### config.mk
export PLATFORM = sky130hd
export DESIGN_NAME = block_rle_encoder
export DESIGN_NICKNAME = d
export VERILOG_FILES = /design/src/rtl/block_rle_encoder.sv
export SDC_FILE = /design/constraint.sdc
export NUM_CORES = 2
export LEC_CHECK = 0
export ABC_AREA = 1
export BUFFER_PORTS_ARGS = -buffer_cell sky130_fd_sc_hd__buf_2
export CORE_MARGIN = 2
export CORE_UTILIZATION = 35
export CTS_CLUSTER_DIAMETER = 40
export CTS_CLUSTER_SIZE = 30
export DETAILED_ROUTE_END_ITERATION = 8
export PLACE_DENSITY = 0.64
export RECOVER_POWER = 50
export SLEW_MARGIN = 20
export SYNTH_ARGS = -nofsm -noshare
export SYNTH_HDL_FRONTEND = slang
export SYNTH_SLANG_ARGS = --single-unit
### constraint.sdc
create_clock -name clk -period 5.15 [get_ports clk]
set_input_delay 1.03 -clock clk [delete_from_list [all_inputs] [get_ports clk]]
set_output_delay 1.03 -clock clk [all_outputs]
set_load 0.02 [all_outputs]
### src/rtl/block_rle_encoder.sv
// Run-length encoder for one zigzag-ordered 8x8 coefficient block. Emits a DC entry,
// then AC (run, value) entries with ZRL/EOB markers, all behind valid/ready handshakes.
//
// state | meaning
// IDLE  | waiting for a block; block_ready high
// DC    | DC tuple presented
// SCAN  | walking AC coefficients; out_valid_q marks a pending AC tuple at idx_q
// ZRL   | zero-run-length marker (16 zeros) presented
// EOB   | end-of-block marker presented
module block_rle_encoder #(
   parameter int BLOCK_SIZE = 64,
   parameter int COEF_W     = 12
) (
   input  logic                                 clk,
   input  logic                                 rst,
   input  logic [BLOCK_SIZE-1:0][COEF_W-1:0]    block_in,
   input  logic                                 block_valid,
   output logic                                 block_ready,
   output logic [3:0]                           run,
   output logic signed [COEF_W-1:0]             vli_value,
   output logic                                 freq,
   output logic                                 last,
   output logic                                 out_valid,
   input  logic                                 out_ready
);

   localparam int IDX_W = $clog2(BLOCK_SIZE);
   localparam logic [IDX_W-1:0] LAST_IDX = IDX_W'(BLOCK_SIZE - 1);
   localparam logic [IDX_W-1:0] RUN_MAX  = IDX_W'(16);

   typedef enum logic [2:0] {IDLE, DC, SCAN, ZRL, EOB} state_t;

   state_t                            state_q, state_d;
   logic [BLOCK_SIZE-1:0][COEF_W-1:0] coef_q, coef_d;
   logic [IDX_W-1:0]                  last_nz_q, last_nz_d;
   logic [IDX_W-1:0]                  idx_q, idx_d;
   logic [IDX_W-1:0]                  zcnt_q, zcnt_d;
   logic [3:0]                        run_q, run_d;
   logic [COEF_W-1:0]                 vli_q, vli_d;
   logic                              freq_q, freq_d;
   logic                              last_q, last_d;
   logic                              out_valid_q, out_valid_d;

   logic [IDX_W-1:0] last_nz_in;
   logic [IDX_W-1:0] idx_nxt;
   logic [IDX_W-1:0] zrem;
   logic             xfer;

   always_comb begin
      last_nz_in = '0;
      for (int i = 1; i < BLOCK_SIZE; i++) begin
         if (block_in[i] != '0) last_nz_in = IDX_W'(i);
      end
   end

   assign idx_nxt = idx_q + IDX_W'(1);
   assign zrem    = zcnt_q - RUN_MAX;
   assign xfer    = out_valid_q && out_ready;

   always_comb begin
      state_d     = state_q;
      coef_d      = coef_q;
      last_nz_d   = last_nz_q;
      idx_d       = idx_q;
      zcnt_d      = zcnt_q;
      run_d       = run_q;
      vli_d       = vli_q;
      freq_d      = freq_q;
      last_d      = last_q;
      out_valid_d = out_valid_q;

      case (state_q)
         IDLE: begin
            if (block_valid) begin
               coef_d      = block_in;
               last_nz_d   = last_nz_in;
               idx_d       = '0;
               zcnt_d      = '0;
               state_d     = DC;
               out_valid_d = 1'b1;
               run_d       = 4'd0;
               vli_d       = block_in[0];
               freq_d      = 1'b0;
               last_d      = 1'b0;
            end
         end
         DC: begin
            if (xfer) begin
               idx_d       = IDX_W'(1);
               zcnt_d      = '0;
               out_valid_d = 1'b0;
               if (last_nz_q == '0) begin
                  state_d     = EOB;
                  out_valid_d = 1'b1;
                  run_d       = 4'd0;
                  vli_d       = '0;
                  freq_d      = 1'b1;
                  last_d      = 1'b1;
               end else begin
                  state_d = SCAN;
                  // A nonzero first AC needs no scan cycle; present it straight away.
                  if (coef_q[1] != '0) begin
                     out_valid_d = 1'b1;
                     run_d       = 4'd0;
                     vli_d       = coef_q[1];
                     freq_d      = 1'b1;
                     last_d      = 1'b0;
                  end
               end
            end
         end
         SCAN: begin
            if (out_valid_q) begin
               if (out_ready) begin
                  zcnt_d      = '0;
                  out_valid_d = 1'b0;
                  if (idx_q == last_nz_q) begin
                     idx_d = idx_nxt;
                     if (idx_q == LAST_IDX) begin
                        state_d = IDLE;
                     end else begin
                        state_d     = EOB;
                        out_valid_d = 1'b1;
                        run_d       = 4'd0;
                        vli_d       = '0;
                        freq_d      = 1'b1;
                        last_d      = 1'b1;
                     end
                  end else begin
                     idx_d = idx_nxt;
                     if (coef_q[idx_nxt] != '0) begin
                        out_valid_d = 1'b1;
                        run_d       = 4'd0;
                        vli_d       = coef_q[idx_nxt];
                        freq_d      = 1'b1;
                        last_d      = (idx_nxt == LAST_IDX);
                     end
                  end
               end
            end else if (coef_q[idx_q] == '0) begin
               zcnt_d = zcnt_q + IDX_W'(1);
               idx_d  = idx_nxt;
            end else if (zcnt_q >= RUN_MAX) begin
               state_d     = ZRL;
               out_valid_d = 1'b1;
               run_d       = 4'd15;
               vli_d       = '0;
               freq_d      = 1'b1;
               last_d      = 1'b0;
            end else begin
               out_valid_d = 1'b1;
               run_d       = zcnt_q[3:0];
               vli_d       = coef_q[idx_q];
               freq_d      = 1'b1;
               last_d      = (idx_q == LAST_IDX);
            end
         end
         ZRL: begin
            // idx_q still points at the nonzero coefficient that ends this run.
            if (xfer) begin
               zcnt_d = zrem;
               if (zrem < RUN_MAX) begin
                  state_d     = SCAN;
                  out_valid_d = 1'b1;
                  run_d       = zrem[3:0];
                  vli_d       = coef_q[idx_q];
                  freq_d      = 1'b1;
                  last_d      = (idx_q == LAST_IDX);
               end
            end
         end
         EOB: begin
            if (xfer) begin
               state_d     = IDLE;
               out_valid_d = 1'b0;
            end
         end
         default: begin
            state_d     = IDLE;
            out_valid_d = 1'b0;
         end
      endcase
   end

   always_ff @(posedge clk) begin
      if (rst) begin
         state_q     <= IDLE;
         coef_q      <= '0;
         last_nz_q   <= '0;
         idx_q       <= '0;
         zcnt_q      <= '0;
         run_q       <= '0;
         vli_q       <= '0;
         freq_q      <= 1'b0;
         last_q      <= 1'b0;
         out_valid_q <= 1'b0;
      end else begin
         state_q     <= state_d;
         coef_q      <= coef_d;
         last_nz_q   <= last_nz_d;
         idx_q       <= idx_d;
         zcnt_q      <= zcnt_d;
         run_q       <= run_d;
         vli_q       <= vli_d;
         freq_q      <= freq_d;
         last_q      <= last_d;
         out_valid_q <= out_valid_d;
      end
   end

   assign block_ready = (state_q == IDLE) && !rst;
   assign run         = run_q;
   assign vli_value   = vli_q;
   assign freq        = freq_q;
   assign last        = last_q;
   assign out_valid   = out_valid_q;

endmodule
Word-level counts from Yosys, hierarchy flattened
Index checks and enable logic that the tools add are counted.

Word-level logic and storage cells: 336. Output and inout port bits: 20. Register bits: 808. Bits of input ports: 772.

$lt $le $gt $ge: 4. $add $sub $neg: 3. Equality and inequality tests: 20. Reduce and logical (&&, ||, !) cells: 79. Mux-type cells: 157.

Operator list (count): 12-bit nonzero test (65); 6-bit two-way mux (72); 12-bit two-way mux (15); 12-bit binary-select mux with 6-bit select (2); 4-bit two-way mux (13); 12-bit one-hot mux with 4 select lines (1); 3-bit two-way mux (12); 1-bit two-way mux (35); 6-bit one-hot mux with 4 select lines (1); 3-bit inequality test, second input constant (6); 6-bit one-hot mux with 3 select lines (1); 4-bit one-hot mux with 4 select lines (1); 3-bit one-hot mux with 5 select lines (1); 6-bit by 7-bit less-than comparator with 1-bit output, second input constant (2); 6-bit by 1-bit adder with 6-bit output, second input constant (2); 6-bit == test, second input constant (2); 12-bit zero test (1); 2-bit inequality test, second input constant (5); 10-bit AND reduction (1); 5-bit AND reduction (2); 9-bit AND reduction (1); 4-bit inequality test, second input constant (2); 1-bit one-hot mux with 4 select lines (2); 3-bit by 2-bit == test with 1-bit output, second input constant (2); 15 further kinds (16).

Longest topological paths before layout
Word-level depth: 64. Gate-level depth with buffers: 67.

Worst setup path after synthesis
Ideal clock, no wire load.

Path kind: reg-to-reg. From: register idx_q[0]. To: register vli_q[0] (netlist: vli_value[0]). Stages on the path, launching flop included: 26. Setup time: 128 ps. Data arrival time: 3992 ps. Clock period less this slack: 4119 ps. Path slack: 1031 ps. Cells stage by stage: dfxtp_1 clkbuf_1 inv_2 clkbuf_1 clkbuf_1 clkbuf_1 ha_1 clkbuf_1 inv_2 clkbuf_1 clkbuf_1 a21oi_1 o21ai_0 nand3_1 nand3_1 nand3_1 nand3_1 nand2_1 nor4_1 nand3_1 or2_1 nand3_1 inv_2 buf_1 o21ai_1 nor2_1.

Word-level cells in the longest chain between the ends: 8. Elaborated cells between the ends (all ways): 22.

Ends and longest elaborated chain: from (decl) (line 36) `logic [IDX_W-1:0] idx_q, idx_d;`; from (signal assigned) (line 201) `idx_q <= idx_d;`; 6-bit by 1-bit adder with 6-bit output (line 56) `assign idx_nxt = idx_q + IDX_W'(1);`; 12-bit binary-select mux with 6-bit select (line 131, 134); 12-bit two-way mux (implied by the code) (line 131, 134); 12-bit two-way mux (line 131) `if (coef_q[idx_nxt] != '0) begin`; 12-bit two-way mux (line 117) `if (idx_q == last_nz_q) begin`; 12-bit two-way mux (line 114) `if (out_ready) begin`; 12-bit two-way mux (line 113) `if (out_valid_q) begin`; 12-bit one-hot mux with 4 select lines (line 72) `case (state_q)`; to (signal assigned) (line 204) `vli_q <= vli_d;`; to (decl) (line 39) `logic [COEF_W-1:0] vli_q, vli_d;`.

Several ways; a longest one is shown, not always the timed one. The select of a mux whose other input is x is not followed. A chain may end at the register's enable or synchronous reset.

Worst setup path after layout
From: register state_q[2]. To: register coef_q[411] in the netlist's numbering.

Word-level cells in the longest chain between the ends: 2.

Ends and longest elaborated chain: from (decl) (line 33) `state_t state_q, state_d;`; from (signal assigned) (line 198) `state_q <= state_d;`; 3-bit zero test (line 72); 2-bit AND reduction (no line); to (signal assigned) (line 199) `coef_q <= coef_d;`; to (decl) (line 34) `logic [BLOCK_SIZE-1:0][COEF_W-1:0] coef_q, coef_d;`.

No other way between the ends.

==> flow_summary.json <==
{
  "fmax_mhz": 209,
  "die_w_microns": 361,
  "numPortBuffers": 791,
  "antenna_found_initial": 16,
  "dp_slack_ps": -428,
  "seqCellArea_sq_um": 16200,
  "synth_cell_types": 48,
  "synth.largest_area_cell": "dfxtp_1",
  "first_global_vias": 48900,
  "r2r_setup_slack_ps": 360,
  "routedWlPerCell_microns": 23.8,
  "fin_crit_sh_pct": 93.0,
  "report.final.setup_viol": 0,
  "worstSetupPathType": "flop to flop",
  "run_status": "finished with violations",
  "critPathMaxFanout": 133,
  "clkTransAtPathRegs_ps": 60,
  "yosysTopAreaCellShare_pct": 36.3,
  "area_growth_pct": 25.6,
  "maxSlewHeadroom_pct": -104,
  "ir_drop_mv": 0.724,
  "power_w": 0.0381,
  "drtIter0Drc": 6734,
  "row_count": 130,
  "endpoint_kind": "flop",
  "hold_path_class": "flop to flop",
  "worst_slack_ps": 361,
  "cts_tree": "built",
  "instances_no_fill": 9150,
  "cts_buffer_depth": 3,
  "violations": "max-capacitance violations, max-slew violations",
  "placed_cells": 8879,
  "syn_nets": 7530,
  "slew_violations": 647,
  "insertion_delay_ps": 770,
  "initial_core_util_pct": 35.4,
  "nFillCells": 13100,
  "max_slew.worst_pin.slew_ps": 3060,
  "coreArea_sq_um": 126000,
  "final_common_cell": "o21ai_0",
  "dpl.hpwl_microns": 159000,
  "final_cell_mix": "o21ai_0, a21oi_1, nor2_1",
  "synth.ff_latch_count": 808,
  "gp_congestion": 1.01,
  "synth-edff-count": 0,
  "firstDrtPassIters": 8,
  "syn_inst": 6753,
  "dpl_cell_area_sq_um": 51100,
  "viasPerCell": 5.83,
  "io-pin-count": 792,
  "p_leak_nw": 22.3,
  "grt_max_degree": 223,
  "syn_avg_cell_area_sq_um": 6.59,
  "holdWs_ps": 459,
  "power.density_nw_per_um2": 682,
  "die_area_sq_um": 130000,
  "critPathRequiredTime_ps": 5800,
  "drcViolationCount": 0,
  "ys_warn_count": 0,
  "min_period_ps": 4790,
  "finish.instance_area_sq_um": 55900,
  "hold_viol_final": 0,
  "syn_area_sq_um": 44500,
  "skew_ps": 47.0,
  "maxCapViolCount": 10,
  "wl_microns": 218000,
  "multi_input_area_sq_um": 24100,
  "cts_sinks": 808,
  "start_kind": "flop",
  "cts_root_buffer": "clkbuf_16",
  "cts_setup_buffers": 0,
  "grt_pass1_wl_microns": 312000,
  "grt_usage_pct": 31.6,
  "vias": 53400,
  "async_reset_ff_share_pct": 0,
  "htreeDepth": 4,
  "yosys-top-cells-area": "dfxtp_1, o21ai_0, a21oi_1",
  "die_height_microns": 361,
  "synth_flop_cell": "dfxtp_1",
  "ant_nets": 0,
  "cts_made_buffers": 143,
  "drive_above_1_share_pct": 18.9,
  "worstPathArrival_ps": 5430,
  "ys_seq_area_share_pct": 36.3,
  "grt_overflow": 0,
  "layout.nets": 8151
}
kinds of logic (layout without fill, tap and decap cells):
| kind of cell | count (synthesis) | in the layout | share of synthesized area (%) |
|---|---|---|---|
| xor gates and xnor gates | 4 | 4 | 0.0787 |
| DFF | 808 | 808 | 36.3 |
| buffers and inverters | 1128 | 1869 | 9.62 |
| other | 0 | 6 | 0 |
| and+or+nand+nor | 1905 | 1905 | 19.1 |
| adders and majority gates | 5 | 5 | 0.141 |
| AOI/OAI and AO/OA | 2903 | 2903 | 34.7 |
layer usage:
| metal | GRT usage (%) | vias to the layer above | share of wire (%) |
|---|---|---|---|
| li1 | - | 24900 | - |
| met1 | 39.5 | 25000 | 39 |
| met2 | 49.4 | 2903 | 44 |
| met3 | 6.22 | 610 | 9.2 |
| met4 | 20.9 | 20 | 7.2 |
| met5 | 0 | - | 0.055 |
repair_timing:
| item | 4_1_cts | 5_1_grt |
|---|---|---|
| hold buffers | 0 | 0 |
| setup endpoints to repair | 0 | 1 |
| gates resized for setup | 0 | 21 |
| hold endpoints to repair | 0 | 0 |
per-stage QoR:
step / util (%) / TNS, ps
floorplan: - / 0
global placement: 40.6 / -657
detailed placement: 40.6 / -428
CTS: 44.5 / 0
global route: 44.4 / -26.7
finish: 44.4 / 0
cell type report:
cell class | instances | area share [%]
inverter | 523 | 3.57
timing repair buffer | 1081 | 11.7
multi-input combinational | 4817 | 43.2
clock inverter | 84 | 1.71
sequential | 808 | 29.0
clock buffer | 181 | 7.17
tap | 1650 | 3.69
antenna | 6 | 0.0269
sequential cells by signal, summed over array words and instances (netlist names):
signal / count
vli_value: 12
run: 4
zcnt_q: 6
out_valid: 1
state_q: 3
coef_q: 768
freq: 1
last: 1
idx_q: 6
last_nz_q: 6
synth_stat cells, drive strengths merged, types with 12 or more instances:
cell / instances
and3: 54
o2111ai: 12
a211oi: 60
buf: 68
dfxtp: 808
inv: 520
o21ai: 1631
a21oi: 930
nand3: 340
a221oi: 47
nor4: 183
o221ai: 41
clkbuf: 537
o211ai: 90
nor2: 877
nand2: 415
nand4: 14
o22ai: 59
power breakdown:
part	total, W	leakage [nW]	switching (W)	internal, W
logic	0.0193	13.3	0.0136	0.00571
registers	0.00904	6.69	0.00103	0.00801
clock network	0.00978	2.38	0.00360	0.00618
total	0.0381	22.3	0.0182	0.0199
final timing paths:
kind	startpoint	to	cells past startpoint
worst max register to register	state_q[2]	coef_q[411]	7
worst min register to register	coef_q[465]	coef_q[465]	2
worst max-delay path	state_q[2]	coef_q[411]	7
worst min-delay path	coef_q[465]	coef_q[465]	2
critical path, stage by stage (launching register included):
cell and delay [ps]:
dfxtp_1 390, nor2_1 70, nand2_1 230, nor2_4 230, inv_8 680, clkbuf_1 2100
o21ai_0 680, a21oi_1 280
Note: power is estimated with default switching activity, not from simulation.
